## config.mk

```make
export PLATFORM = sky130hd
export DESIGN_NAME = hydra_host_ctrl
export DESIGN_NICKNAME = d
export VERILOG_FILES = /design/src/rtl/hydra_host_ctrl.sv
export SDC_FILE = /design/constraint.sdc
export NUM_CORES = 1
export LEC_CHECK = 0
export CAP_MARGIN = 10
export CORE_MARGIN = 2
export CORE_UTILIZATION = 50
export CTS_CLUSTER_DIAMETER = 80
export CTS_CLUSTER_SIZE = 12
export DETAILED_ROUTE_END_ITERATION = 10
export PLACE_DENSITY = 0.76
export SLEW_MARGIN = 30
export SYNTH_ARGS = -nofsm -noshare
export SYNTH_HDL_FRONTEND = slang
export SYNTH_SLANG_ARGS = --single-unit
```

## constraint.sdc

```tcl
create_clock -name clk -period 3.7 [get_ports clk]
set_input_delay 0.74 -clock clk [delete_from_list [all_inputs] [get_ports clk]]
set_output_delay 0.74 -clock clk [all_outputs]
set_load 0.02 [all_outputs]
```

## src/rtl/hydra_host_ctrl.sv

```systemverilog
// hydra_host_ctrl: host end of the LArPix Hydra UART link.
// Serializes config commands to a chip and matches its read replies.
module hydra_host_ctrl #(
    parameter int WIDTH        = 64,
    parameter int CLKS_PER_BIT = 4,
    parameter int TIMEOUT      = 4096
) (
    input  logic             clk,
    input  logic             reset_n,
    input  logic             cmd_valid,
    output logic             cmd_ready,
    input  logic             cmd_write,
    input  logic [7:0]       cmd_chip_id,
    input  logic [7:0]       cmd_addr,
    input  logic [7:0]       cmd_wdata,
    output logic             rsp_valid,
    output logic [1:0]       rsp_status,
    output logic [7:0]       rsp_rdata,
    output logic [1:0]       rsp_fifo_flags,
    output logic             pkt_valid,
    output logic [WIDTH-1:0] pkt_data,
    output logic             tx_out,
    input  logic             rx_in
);

    localparam int CW = $clog2(CLKS_PER_BIT);
    localparam int BW = $clog2(WIDTH + 2);
    localparam int RW = $clog2(WIDTH);
    localparam logic [CW-1:0] CLK_LAST  = CW'(CLKS_PER_BIT - 1);
    localparam logic [CW-1:0] CLK_MID   = CW'(CLKS_PER_BIT / 2);
    localparam logic [BW-1:0] BIT_STOP  = BW'(WIDTH + 1);
    localparam logic [RW-1:0] RBIT_LAST = RW'(WIDTH - 1);
    localparam logic [15:0]   TO_LAST   = 16'(TIMEOUT - 1);
    localparam logic [1:0]    ST_OK     = 2'b00;
    localparam logic [1:0]    ST_TMO    = 2'b01;
    localparam logic [1:0]    ST_PAR    = 2'b10;

    typedef enum logic [1:0] {
        S_IDLE,
        S_TX,
        S_WAIT,
        S_DONE
    } state_t;

    typedef enum logic [1:0] {
        R_IDLE,
        R_START,
        R_DATA,
        R_STOP
    } rx_state_t;

    state_t           r_state;
    state_t           w_state_next;
    logic             r_write;
    logic [7:0]       r_chip;
    logic [7:0]       r_addr;
    logic [WIDTH:0]   r_tx_shift;
    logic [CW-1:0]    r_tx_clk;
    logic [BW-1:0]    r_tx_bit;
    logic             r_tx_out;
    logic [15:0]      r_to_cnt;

    rx_state_t        r_rx_st;
    rx_state_t        w_rx_next;
    logic             r_rx_s1;
    logic             r_rx_s2;
    logic             r_rx_prev;
    logic [CW-1:0]    r_rx_cnt;
    logic [RW-1:0]    r_rx_bit;
    logic [WIDTH-1:0] r_rx_shift;

    logic [1:0]       r_rsp_status;
    logic [7:0]       r_rsp_rdata;
    logic [1:0]       r_rsp_flags;
    logic             r_pkt_valid;
    logic [WIDTH-1:0] r_pkt_data;

    logic             w_hs;
    logic [WIDTH-2:0] w_cmd_body;
    logic [WIDTH-1:0] w_cmd_pkt;
    logic             w_tx_last;
    logic             w_timeout;
    logic             w_rx_mid;
    logic             w_rx_end;
    logic             w_rx_fall;
    logic             w_rx_frame;
    logic             w_rx_par_ok;
    logic             w_match;

    assign w_hs = (r_state == S_IDLE) && cmd_valid;

    assign w_cmd_body = {{(WIDTH - 27){1'b0}},
                         cmd_write ? cmd_wdata : 8'h00,
                         cmd_addr,
                         cmd_chip_id,
                         cmd_write ? 2'b10 : 2'b11};
    assign w_cmd_pkt  = {~^w_cmd_body, w_cmd_body};

    assign w_tx_last = (r_state == S_TX) && (r_tx_clk == CLK_LAST)
                    && (r_tx_bit == BIT_STOP);
    assign w_timeout = (r_state == S_WAIT) && (r_to_cnt == TO_LAST);

    assign w_rx_mid    = (r_rx_cnt == CLK_MID);
    assign w_rx_end    = (r_rx_cnt == CLK_LAST);
    assign w_rx_fall   = (r_rx_st == R_IDLE) && r_rx_prev && !r_rx_s2;
    assign w_rx_frame  = (r_rx_st == R_STOP) && w_rx_mid && r_rx_s2;
    assign w_rx_par_ok = r_rx_shift[WIDTH-1] == ~^r_rx_shift[WIDTH-2:0];

    // Timeout wins over a reply completing on the same cycle
    assign w_match = (r_state == S_WAIT) && !w_timeout && w_rx_frame
                  && (r_rx_shift[1:0] == 2'b11)
                  && (r_rx_shift[9:2] == r_chip)
                  && (r_rx_shift[17:10] == r_addr);

    always_comb begin
        w_state_next = r_state;
        unique case (r_state)
            S_IDLE: if (cmd_valid) w_state_next = S_TX;
            S_TX: begin
                if (w_tx_last)
                    w_state_next = r_write ? S_DONE : S_WAIT;
            end
            S_WAIT: if (w_timeout || w_match) w_state_next = S_DONE;
            S_DONE: w_state_next = S_IDLE;
            default: w_state_next = S_IDLE;
        endcase
    end

    always_ff @(posedge clk or negedge reset_n) begin
        if (!reset_n) begin
            r_state    <= S_IDLE;
            r_write    <= 1'b0;
            r_chip     <= '0;
            r_addr     <= '0;
            r_tx_shift <= '0;
            r_tx_clk   <= '0;
            r_tx_bit   <= '0;
            r_tx_out   <= 1'b1;
            r_to_cnt   <= '0;
        end else begin
            r_state <= w_state_next;
            if (w_hs) begin
                r_write    <= cmd_write;
                r_chip     <= cmd_chip_id;
                r_addr     <= cmd_addr;
                r_tx_out   <= 1'b0;
                r_tx_shift <= {1'b1, w_cmd_pkt};
                r_tx_clk   <= '0;
                r_tx_bit   <= '0;
            end else if (r_state == S_TX) begin
                if (r_tx_clk == CLK_LAST) begin
                    r_tx_clk <= '0;
                    if (r_tx_bit != BIT_STOP) begin
                        r_tx_bit   <= r_tx_bit + 1'b1;
                        r_tx_out   <= r_tx_shift[0];
                        r_tx_shift <= {1'b1, r_tx_shift[WIDTH:1]};
                    end
                end else begin
                    r_tx_clk <= r_tx_clk + 1'b1;
                end
            end
            if (r_state != S_WAIT)
                r_to_cnt <= '0;
            else if (r_to_cnt != 16'hFFFF)
                r_to_cnt <= r_to_cnt + 16'd1;
        end
    end

    always_comb begin
        w_rx_next = r_rx_st;
        unique case (r_rx_st)
            R_IDLE: if (w_rx_fall) w_rx_next = R_START;
            R_START: begin
                if (w_rx_mid && r_rx_s2)
                    w_rx_next = R_IDLE;
                else if (w_rx_end)
                    w_rx_next = R_DATA;
            end
            R_DATA: begin
                if (w_rx_end && (r_rx_bit == RBIT_LAST))
                    w_rx_next = R_STOP;
            end
            R_STOP: if (w_rx_mid) w_rx_next = R_IDLE;
            default: w_rx_next = R_IDLE;
        endcase
    end

    // The edge-detect cycle is count 0 of the start bit
    always_ff @(posedge clk or negedge reset_n) begin
        if (!reset_n) begin
            r_rx_s1    <= 1'b1;
            r_rx_s2    <= 1'b1;
            r_rx_prev  <= 1'b1;
            r_rx_st    <= R_IDLE;
            r_rx_cnt   <= '0;
            r_rx_bit   <= '0;
            r_rx_shift <= '0;
        end else begin
            r_rx_s1   <= rx_in;
            r_rx_s2   <= r_rx_s1;
            r_rx_prev <= r_rx_s2;
            r_rx_st   <= w_rx_next;
            if (r_rx_st == R_IDLE) begin
                r_rx_cnt <= w_rx_fall ? CW'(1) : '0;
                r_rx_bit <= '0;
            end else begin
                r_rx_cnt <= w_rx_end ? '0 : r_rx_cnt + 1'b1;
                if (r_rx_st == R_DATA) begin
                    if (w_rx_mid)
                        r_rx_shift <= {r_rx_s2, r_rx_shift[WIDTH-1:1]};
                    if (w_rx_end)
                        r_rx_bit <= r_rx_bit + 1'b1;
                end
            end
        end
    end

    always_ff @(posedge clk or negedge reset_n) begin
        if (!reset_n) begin
            r_rsp_status <= '0;
            r_rsp_rdata  <= '0;
            r_rsp_flags  <= '0;
            r_pkt_valid  <= 1'b0;
            r_pkt_data   <= '0;
        end else begin
            if (w_tx_last && r_write) begin
                r_rsp_status <= ST_OK;
                r_rsp_rdata  <= '0;
                r_rsp_flags  <= '0;
            end else if (w_timeout) begin
                r_rsp_status <= ST_TMO;
                r_rsp_rdata  <= '0;
                r_rsp_flags  <= '0;
            end else if (w_match) begin
                r_rsp_status <= w_rx_par_ok ? ST_OK : ST_PAR;
                r_rsp_rdata  <= r_rx_shift[25:18];
                r_rsp_flags  <= r_rx_shift[WIDTH-3:WIDTH-4];
            end
            r_pkt_valid <= w_rx_frame && !w_match;
            if (w_rx_frame && !w_match)
                r_pkt_data <= r_rx_shift;
        end
    end

    assign cmd_ready      = (r_state == S_IDLE);
    assign rsp_valid      = (r_state == S_DONE);
    assign rsp_status     = r_rsp_status;
    assign rsp_rdata      = r_rsp_rdata;
    assign rsp_fifo_flags = r_rsp_flags;
    assign pkt_valid      = r_pkt_valid;
    assign pkt_data       = r_pkt_data;
    assign tx_out         = r_tx_out;

endmodule

```

[After elaboration in Yosys (flattened, before gate mapping)]
Cells that the tools add are included.
W data, S select, Z words.
Operators by class
  add/subtract/negate cells: 5
  reduce and logical (&&, ||, !) cells: 37
  multiplexer cells: 46
  equal/unequal tests: 26
  bitwise gates (word level): 1
Operator list (number)
  $mux W65: 4
  $reduce_xnor A63 Y1: 2
  $mux W2: 20
  $mux W16: 2
  $mux W8: 4
  $mux W7: 4
  $mux W6: 3
  $logic_and A1 B1 Y1: 17
  $add A16 B1 Y16 const B: 1
  $eq A16 B12 Y1 const B: 1
  $eq A2 B2 Y1 const B: 8
  $eq A8 B8 Y1: 2
  $ne A16 B16 Y1 const B: 1
  $pmux W2 S4: 2
  $ne A2 B2 Y1 const B: 6
  $reduce_bool A2 Y1: 6
  $reduce_and A3 Y1: 3
  $add A7 B1 Y7 const B: 1
  $eq A7 B7 Y1 const B: 1
  $mux W1: 7
  $ne A7 B7 Y1 const B: 1
  $add A6 B1 Y6 const B: 1
  $eq A6 B6 Y1 const B: 1
  $add A2 B1 Y2 const B: 2
  11 further kinds: 15
Storage, ports and cells
  logic and storage cells: 136
  output and inout bits: 80
  register bits: 264
  input port bits: 29

[Logic depth before layout (Yosys ltp)]
Gate-level depths: netlist of run 1.
  depth after elaboration: 11
  gate-level depth with buffers: 10
  gate-level depth less buffers: 8

[Worst setup path after synthesis of run 1]
No wires, ideal clock.
  path type: register -> register
  start: register r_rx_cnt[0]
  end: register r_pkt_data[17] (netlist: pkt_data[17])
  clock period less this slack: 2191 ps
  arrival: 2063 ps
  buffers on the path: 2
  library setup time: 127 ps
  setup slack: 1509 ps
  cell stages (with the launch flop): 11
  data required time: 3573 ps
  cells stage by stage: dfrtp_1 inv_1 ha_1 nand4_1 nor4_1 nand4_1 nor2_1 nor2_1 buf_4 buf_6 mux2_1
Between the ends
  cells in the longest elaborated chain, start to end: 9
RTL lines
  start, declared: line 68  | logic [CW-1:0] r_rx_cnt;
  start signal, assigned: line 204  | r_rx_cnt <= w_rx_fall ? CW'(1) : '0;
  start signal, assigned: line 207  | r_rx_cnt <= w_rx_end ? '0 : r_rx_cnt + 1'b1;
  $eq A2 B2 Y1 *: line 103  | assign w_rx_mid = (r_rx_cnt == CLK_MID);
  $logic_and A1 B1 Y1 * (2 in a row): line 106  | assign w_rx_frame = (r_rx_st == R_STOP) && w_rx_mid && r_rx_s2;
  $logic_and A1 B1 Y1: line 110  | assign w_match = (r_state == S_WAIT) && !w_timeout && w_rx_frame
  $logic_and A1 B1 Y1: line 111  | && (r_rx_shift[1:0] == 2'b11)
  $logic_and A1 B1 Y1: line 112  | && (r_rx_shift[9:2] == r_chip)
  $logic_and A1 B1 Y1: line 113  | && (r_rx_shift[17:10] == r_addr);
  $logic_not A1 Y1: line 240  | if (w_rx_frame && !w_match)
  $logic_and A1 B1 Y1 *: line 240
  end signal, assigned: line 241  | r_pkt_data <= r_rx_shift;
  end, declared: line 76  | logic [WIDTH-1:0] r_pkt_data;
Mark *: on every way between the ends. The rest lies on a longest branch, timed or not.
A chain may end at the register's enable or synchronous reset.

[Final worst setup path of run 1]
  start: register r_to_cnt[3]
  end: register r_pkt_data[29] (netlist: pkt_data[29])
Between the ends
  cells in the longest elaborated chain, start to end: 10
RTL lines
  start, declared: line 61  | logic [15:0] r_to_cnt;
  start signal, assigned: line 165  | r_to_cnt <= r_to_cnt + 16'd1;
  $eq A16 B12 Y1: line 101  | assign w_timeout = (r_state == S_WAIT) && (r_to_cnt == TO_LAST);
  $logic_and A1 B1 Y1: line 101
  $logic_not A1 Y1: line 110
  $logic_and A1 B1 Y1 (2 in a row): line 110
  $logic_and A1 B1 Y1: line 111
  $logic_and A1 B1 Y1: line 112
  $logic_and A1 B1 Y1: line 113
  $logic_not A1 Y1: line 240
  $logic_and A1 B1 Y1: line 240
No other way between the ends.

==> results of run 1 <==
==> synthesized netlist by cell type (2+ instances only) <==
library cell	count	area [um2]
nand3b_1	13	97.6
o21ai_0	29	145
or3_1	6	37.5
nor3_1	4	20.0
xor2_1	26	228
ha_1	12	150
and3_1	2	12.5
nor2_1	35	131
and2_1	2	12.5
buf_6	5	56.3
a21oi_1	72	360
mux2_1	7	78.8
buf_1	3	11.3
mux2_2	122	1370
nand4_1	7	43.8
nand3_1	13	65.1
nor4_1	7	43.8
inv_1	15	56.3
dfrtp_1	260	6510
clkbuf_1	37	139
a211oi_1	2	15.0
buf_2	2	10.0
dfstp_2	4	105
a22o_1	4	35.0
nand2_1	183	687
xnor2_1	79	692
mux2i_1	19	190
xnor3_1	5	113
a31oi_1	10	62.6
==> power groups by stage <==
stage / clock network (W) / registers, W / logic, W
finish: 0.00225 / 0.00351 / 0.00141
global route: 0.00241 / 0.00356 / 0.00159
CTS: 0.00231 / 0.00351 / 0.00143
detailed placement: 0 / 0.00356 / 0.00142
global placement: 0 / 0.00354 / 0.00138
floorplan: 0 / 0.00348 / 0.00106
==> logic make-up (layout without fill, tap and decap cells) <==
group,Yosys count,after routing,share of synthesized area [%]
multiplexers,149,149,14.3
flip-flops,264,264,57.0
AND/OR/NAND/NOR,277,277,10.4
AO/OA/AOI/OAI,122,122,5.70
XOR/XNOR,110,110,8.90
buffers and inverters,63,180,2.42
adder cells (fa/ha/maj),12,12,1.29
==> placed cells by master (no fill, tap or decap), types with 13 or more instances in the layout <==
master,netlist,layout
inv_1,15,15
mux2i_1,19,19
mux2_2,122,122
nor2_1,35,34
nand3b_1,13,13
buf_4,1,21
dfrtp_1,260,260
clkbuf_16,0,25
nand2_1,183,183
a21oi_1,72,72
xor2_1,26,26
xnor2_1,79,79
clkdlybuf4s50_1,0,107
o21ai_0,29,29
==> flip-flops by register name, indices dropped and copies added (netlist names), 6 cells and up, named ones only <==
| signal | cells |
|---|---|
| r_tx_shift | 65 |
| pkt_data | 64 |
| r_rx_shift | 64 |
| r_to_cnt | 16 |
| r_addr | 8 |
| r_chip | 8 |
| rsp_rdata | 8 |
| r_tx_bit | 7 |
| r_rx_bit | 6 |
==> worst max path at each step <==
stage	to	slack, ns
after floorplan	pkt_data[17]	1.51
after global placement	pkt_data[36]	0.90
after detailed placement	pkt_data[29]	0.83
after CTS	pkt_data[29]	0.81
after global routing	pkt_data[38]	0.56
final	pkt_data[29]	0.81
==> routing by layer <==
metal	vias to the layer above	wire length, um
met4	0	317
met1	3807	10500
li1	3583	-
met2	127	11200
met5	-	0
met3	27	916
==> final cells by class <==
cell class,instances,area share (%)
clock inverters,1,0.146
inverters,15,0.411
multi-input cells,670,34.4
clock buffers,33,4.78
well taps,285,2.60
repair buffers,131,9.37
flip-flops and latches,264,48.3
==> through the flow <==
step	util [%]	total power, W
after global routing	60.3	0.00756
after detailed placement	57.4	0.00498
after global placement	57.4	0.00492
after floorplan	-	0.00454
after CTS	60.3	0.00725
final	60.3	0.00717
==> critical path: cells and delay by family, from the launching register on <==
family,cells,cell delay (ns)
multiplexers,1,0.35
AND/OR/NAND/NOR,5,1.57
flip-flops,1,0.43
buffers and inverters,2,0.41
==> flow_summary.ini, run 1 <==
[outcome]
status = complete, no violations

[power_and_ir_drop]
power_frac_comb_pct = 19.7
p_leak_nw = 6.42
p_int_w = 0.00511
p_clk_share_pct = 31.4
switchingPower_w = 0.00206
swShare_pct = 28.8
power_density_nw_per_um2 = 524
seq_power_share_pct = 48.9
max-vdd-ir-drop_v = 0.000368

[global_route]
met3_usage_pct = 2.74
busiest_layer = met2
grt-ovfl-total = 0
grt_max_degree = 109
use_met2_pct = 32.3
use_met1_pct = 27.0
grt_pass1_vias = 7559
antenna_found_initial = 0
grt_pass1_wl_um = 38300
grtUsageTotal_pct = 19.3

[floorplanning]
start_util_pct = 51.1
core-area_um2 = 22700
fp.dieW_um = 156
num_rows = 55
dieArea_um2 = 24400
die_y_um = 156
io_pins = 109

[timing]
maxSlewViolCount = 0
fin_crit_ns = 2.89
fin_tns_setup_ns = 0
maxSlewHeadroom_pct = 36.3
setup_slack_ns = 0.814
hold_viol_final = 0
finalCritPeriodShare_pct = 78.0
fmax_mhz = 347
hold_slack_ns = 0.293
fin_skew_ns = 0.0189
worstMarginPinSlew_ns = 0.951
rsz0062_at_grt = no
finalSetupViolations = 0

[place]
gp_congestion = 0.788
dp_hpwl_um = 15400
place_inst = 1365
place_area_um2 = 13000
port_buffers = 108
pre_cts_ws_ns = 0.831

[yosys]
ys.flop_type = dfrtp_1
synth-edff-count = 0
synthCells = 997
synth_area_um2 = 11600
post_synth.cell_area_avg_um2 = 11.6
yosys_warnings = 0
ys_seq_elements = 264
synth.net_count = 1038
yosysUniqueCellTypes = 41
async_reset_ff_share_pct = 100
ys_seq_area_share_pct = 57.0

[setup_path]
rrSetupSlack_ns = 0.81
critical_path_class = flip-flop to flip-flop
r2r_start = r_to_cnt[3]
crit_required_ns = 4.12
r2r_cells = 8
crit_fanout = 26
cp.arrival_ns = 3.30
start_kind = flip-flop
r2r_end = pkt_data[29]
critical_path.startpoint = r_to_cnt[3]
slowest_stage = nor2_4
max_stage_delay_ns = 0.64
crit_chain = nand4_1 -> nor4_4 -> nand2_1 -> inv_1 -> nor2_1 -> nor2_4 -> buf_4 -> mux2_2
critPathCaptureType = flip-flop

[flow_run]
drv_cap = 0

[routing]
dr.pass1.iters = 4
drc = 0
first_iter_violations = 507
vias_per_cell = 5.39
wl_um = 22900
via_count = 7544
final_antenna_net_count = 0
wl_per_cell_um = 16.4

[layout]
fillers = 1797
regArea_um2 = 6610
antenna_cells = 0
multi_input_area_um2 = 4720
layout-drive-gt1-share_pct = 16.3
finalNetCount = 1148
stdcell_count = 1399
stdcell_area_um2 = 13700
syn2layout_area_growth_pct = 18.2

[clock_network]
postCtsSetupRepairBufs = 0
htree_levels = 1
cts.reportedPaths.clkPinSlew_ns = 0.06
numCtsBuffers = 25
cts_resized = 0
cts_num_sinks = 264
cts_tree = yes
holdBufCountCts = 0
root_buffer = clkbuf_16
clockBufferDepth = 3
clk_latency_ns = 0.53

[worst_hold_path]
hold_path.class = primary input to async pin
(Power assumes the default switching activity.)
==> run 2, diff against run 1 <==
Clock period 3.7 ns to 3 ns, I/O delays scaled along.
==> flow_summary.ini, run 2 (same netlist as run 1, synthesis figures left out) <==
[routing]
vias_per_cell = 5.33
via_count = 7485
dr.pass1.iters = 5
wl_um = 22800
drc = 0
final_antenna_net_count = 0
wl_per_cell_um = 16.2
first_iter_violations = 470

[place]
dp_hpwl_um = 15400
pre_cts_ws_ns = 0.451
port_buffers = 108
gp_congestion = 0.782

[setup_path]
critical_path_class = flip-flop to flip-flop
rrSetupSlack_ns = 0.41
start_kind = flip-flop
crit_required_ns = 3.40
critPathCaptureType = flip-flop
cp_num_buf_inv = 2
crit_fanout = 28
r2r_end = pkt_data[15]
crit_chain = inv_1 -> ha_1 -> nand4_1 -> nor4_1 -> nand4_1 -> nor2_1 -> nor2_4 -> buf_4 -> mux2_1
slowest_stage = dfrtp_1
r2r_start = r_rx_cnt[0]
cp.arrival_ns = 2.99
cp_common_cell = nand4_1
critPathTopFamily = simple AND/OR/NAND/NOR gates
max_stage_delay_ns = 0.40
r2r_cells = 9

[floorplanning]
start_util_pct = 51.1
dieArea_um2 = 24400
io_pins = 109
die_y_um = 156
fp.dieW_um = 156
num_rows = 55
core-area_um2 = 22700

[clock_network]
cts_resized = 0
root_buffer = clkbuf_16
clk_latency_ns = 0.52
clockBufferDepth = 3
holdBufCountCts = 0
htree_levels = 1
postCtsSetupRepairBufs = 0
cts_num_sinks = 264
numCtsBuffers = 25
cts_tree = yes
cts.reportedPaths.clkPinSlew_ns = 0.06

[global_route]
grtUsageTotal_pct = 19.4
grt_pass1_vias = 7494
grt-ovfl-total = 0
grt_max_degree = 67
grt_pass1_wl_um = 38700
antenna_found_initial = 0

[layout]
antenna_cells = 0
layout-drive-gt1-share_pct = 15.7
final_common_cell = dfrtp_1
finalNetCount = 1142
largest-register = r_tx_shift
mostFrequentLayoutCells = dfrtp_1, nand2_1, mux2_2
largest_reg_flops = 65
fillers = 1814
syn2layout_area_growth_pct = 18.5

[timing]
fmax_mhz = 386
rsz0062_at_grt = no
fin_tns_setup_ns = 0
finalSetupViolations = 0
maxSlewHeadroom_pct = 50.0
fin_skew_ns = 0.0159
finalCritPeriodShare_pct = 86.2
fin_crit_ns = 2.59
setup_slack_ns = 0.413
maxSlewViolCount = 0
hold_viol_final = 0
worstMarginPinSlew_ns = 0.749

[power_and_ir_drop]
power_density_nw_per_um2 = 651
max-vdd-ir-drop_v = 0.000458
p_leak_nw = 6.42

[outcome]
status = complete, no violations

[worst_hold_path]
hold_path.class = primary input to async pin

[flow_run]
drv_cap = 0
==> run 2: cell count changes in the layout (fill, tap and decap cells not counted), sizes merged <==
cell	before	now
clkbuf	33	45
buf	24	18
==> run 2: final cells by class <==
cell class                      instances  area, um2  area share (%)
Clock buffer                           45        701            5.10
Tap cell                              285        357            2.60
Clock inverter                          1       8.76          0.0637
Multi-Input combinational cell        670       4720            34.3
Inverter                               15       56.3           0.410
Timing Repair Buffer                  125       1290            9.38
Sequential cell                       264       6610            48.1
==> run 2: power by group <==
group,switching [W],leakage (nW),internal [W]
Combinational,0.000959,2.52,0.000804
Clock,0.00128,0.336,0.00157
Sequential,0.000343,3.57,0.00399
Total,0.00258,6.42,0.00637
==> run 2: worst max-delay path by stage <==
stage,start,endpoint,depth (start not counted),slack (ns)
6_report,r_rx_cnt[0],pkt_data[15],9,0.41
5_1_grt,r_rx_cnt[0],pkt_data[15],9,0.24
4_1_cts,r_rx_cnt[0],pkt_data[15],9,0.41
3_5_place_dp,r_rx_cnt[0],pkt_data[15],9,0.45
3_3_place_gp,flip-flop,pkt_data[17],7,0.47
2_1_floorplan,r_rx_cnt[0],pkt_data[17],10,0.81
==> run 2: worst register-to-register path: stages, from the launching register on <==
cell and delay, ns:
dfrtp_1 0.40, inv_1 0.06, ha_1 0.21, nand4_1 0.24, nor4_1 0.37, nand4_1 0.22, nor2_1 0.28, nor2_4 0.07
buf_4 0.26, mux2_1 0.37
==> run 2: routing by layer <==
| layer | part of all wire, % | GRT usage (%) |
|---|---|---|
| met5 | 0 | 0 |
| met4 | 1.6 | 4.02 |
| met3 | 3.5 | 2.96 |
| met2 | 48 | 31.9 |
| met1 | 47 | 27.6 |
==> run 2: per-stage QoR <==
step | total power (W) | cell area (um2) | hold slack, ns | cells | util [%]
after floorplan | 0.00560 | 11600 | 0.304 | 997 | -
after global placement | 0.00610 | 13000 | 0.377 | 1359 | 57.4
after detailed placement | 0.00616 | 13000 | 0.378 | 1359 | 57.4
after CTS | 0.00904 | 13700 | 0.0384 | 1405 | 60.5
after global routing | 0.00944 | 13700 | 0.0430 | 1405 | 60.5
final | 0.00894 | 13700 | 0.0328 | 1405 | 60.5
==> run 3, diff against run 2 <==
Settings changed: CORE_ASPECT_RATIO set to 0.5.
==> flow_summary.ini, run 3 (same netlist as run 1, synthesis figures left out) <==
[place]
port_buffers = 108
dp_hpwl_um = 15700
pre_cts_ws_ns = 0.459
gp_congestion = 0.802

[outcome]
status = complete, no violations

[timing]
maxSlewHeadroom_pct = 49.5
finalSetupViolations = 0
fin_crit_ns = 2.59
hold_viol_final = 0
hold_slack_ns = 0.0774
worstMarginPinSlew_ns = 0.757
finalCritPeriodShare_pct = 86.3
maxSlewViolCount = 0
setup_slack_ns = 0.410
fin_tns_setup_ns = 0
fmax_mhz = 386
rsz0062_at_grt = no
fin_skew_ns = 0.00877

[power_and_ir_drop]
power_density_nw_per_um2 = 652
seq_power_share_pct = 48.2
fin_total_pwr_w = 0.00896
power_frac_comb_pct = 20.1
swShare_pct = 29.1
p_int_w = 0.00636
p_leak_nw = 6.41
max-vdd-ir-drop_v = 0.000420
p_clk_share_pct = 31.7
switchingPower_w = 0.00261

[routing]
dr.pass1.iters = 5
wl_um = 23500
top_layer = met4
via_count = 7610
vias_per_cell = 5.34
wl_met2_um = 11100
m1WireLength_um = 11100
final_antenna_net_count = 0
drc = 0
wl_per_cell_um = 16.5
first_iter_violations = 620
wl_met3_um = 920

[floorplanning]
dieArea_um2 = 24500
io_pins = 109
fp.dieW_um = 219
core-area_um2 = 22800
num_rows = 39
start_util_pct = 50.9
die_y_um = 112

[clock_network]
numCtsBuffers = 25
postCtsSetupRepairBufs = 0
root_buffer = clkbuf_16
clockBufferDepth = 3
htree_levels = 1
cts_num_sinks = 264
clk_latency_ns = 0.51
cts.reportedPaths.clkPinSlew_ns = 0.06
cts_resized = 0
holdBufCountCts = 0
cts_tree = yes

[setup_path]
cp_common_cell = nand4_1
critPathCaptureType = flip-flop
cp.arrival_ns = 2.98
slowest_stage = dfrtp_1
critPathTopFamily = simple AND/OR/NAND/NOR gates
cp_num_buf_inv = 2
crit_fanout = 30
crit_required_ns = 3.39
start_kind = flip-flop
crit_chain = inv_1 -> ha_1 -> nand4_1 -> nor4_1 -> nand4_1 -> nor2_1 -> nor2_4 -> buf_4 -> mux2_1
critical_path_class = flip-flop to flip-flop
max_stage_delay_ns = 0.40

[layout]
largest_reg_flops = 65
largest-register = r_tx_shift
antenna_cells = 0
finalNetCount = 1142
mostFrequentLayoutCells = dfrtp_1, nand2_1, mux2_2
syn2layout_area_growth_pct = 18.6
final_common_cell = dfrtp_1
layout-drive-gt1-share_pct = 15.7

[global_route]
antenna_found_initial = 0
grtUsageTotal_pct = 19.8
grt_pass1_vias = 7517
grt_max_degree = 87
grt_pass1_wl_um = 39400
grt-ovfl-total = 0

[worst_hold_path]
hold_path.class = primary input to async pin

[flow_run]
drv_cap = 0
-- run 3: changes by cell type in the layout (fill, tap and decap cells not counted), sizes merged --
cell,delta
clkbuf,-2
inv,-1
-- run 3: power by group through the flow --
stage,clock network (W),registers (W),logic (W)
2_1_floorplan,0,0.00429,0.00131
3_3_place_gp,0,0.00436,0.00175
3_5_place_dp,0,0.00438,0.00181
4_1_cts,0.00291,0.00432,0.00182
5_1_grt,0.00307,0.00437,0.00204
6_report,0.00284,0.00432,0.00180
-- run 3: path summary, 6_finish.rpt --
| path | from | end | slack, ns | depth (start not counted) |
|---|---|---|---|---|
| setup / recovery | r_rx_cnt[0] | pkt_data[19] | 0.41 | 9 |
| hold / removal | reset_n | r_tx_shift[30] | 0.08 | 1 |
| setup reg to reg | r_rx_cnt[0] | pkt_data[19] | 0.41 | 9 |
| hold reg to reg | r_rx_s1 | r_rx_s2 | 0.37 | 0 |
| max in group asynchronous | reset_n | pkt_data[22] | 2.11 | 2 |
| min in group clk | r_rx_s1 | r_rx_s2 | 0.37 | 0 |
-- run 3: metrics by stage --
| stage | utilization, % | cell area [um2] | instances |
|---|---|---|---|
| floorplan | - | 11600 | 997 |
| global placement | 57.3 | 13100 | 1381 |
| detailed placement | 57.3 | 13100 | 1381 |
| CTS | 60.3 | 13800 | 1424 |
| global route | 60.3 | 13800 | 1424 |
| finish | 60.3 | 13800 | 1424 |
-- run 3: cell type report --
cell class	instances	area, um2
fill	1806	9040
inverter	15	56.3
timing repair buffer	125	1290
clock buffer	43	693
sequential	264	6610
multi-input combinational	670	4720
tap	307	384
-- run 3: worst reg2reg max path: stages, from the launching register on --
cell     delay [ns]
dfrtp_1        0.40
inv_1          0.06
ha_1           0.20
nand4_1        0.22
nor4_1         0.40
nand4_1        0.19
nor2_1         0.27
nor2_4         0.06
buf_4          0.26
mux2_1         0.38
-- run 3: metal layers --
metal | track usage, % | up-vias
met5 | 0 | -
met4 | 3.96 | 0
met3 | 2.95 | 33
met2 | 32.0 | 168
met1 | 28.9 | 3830
li1 | - | 3579
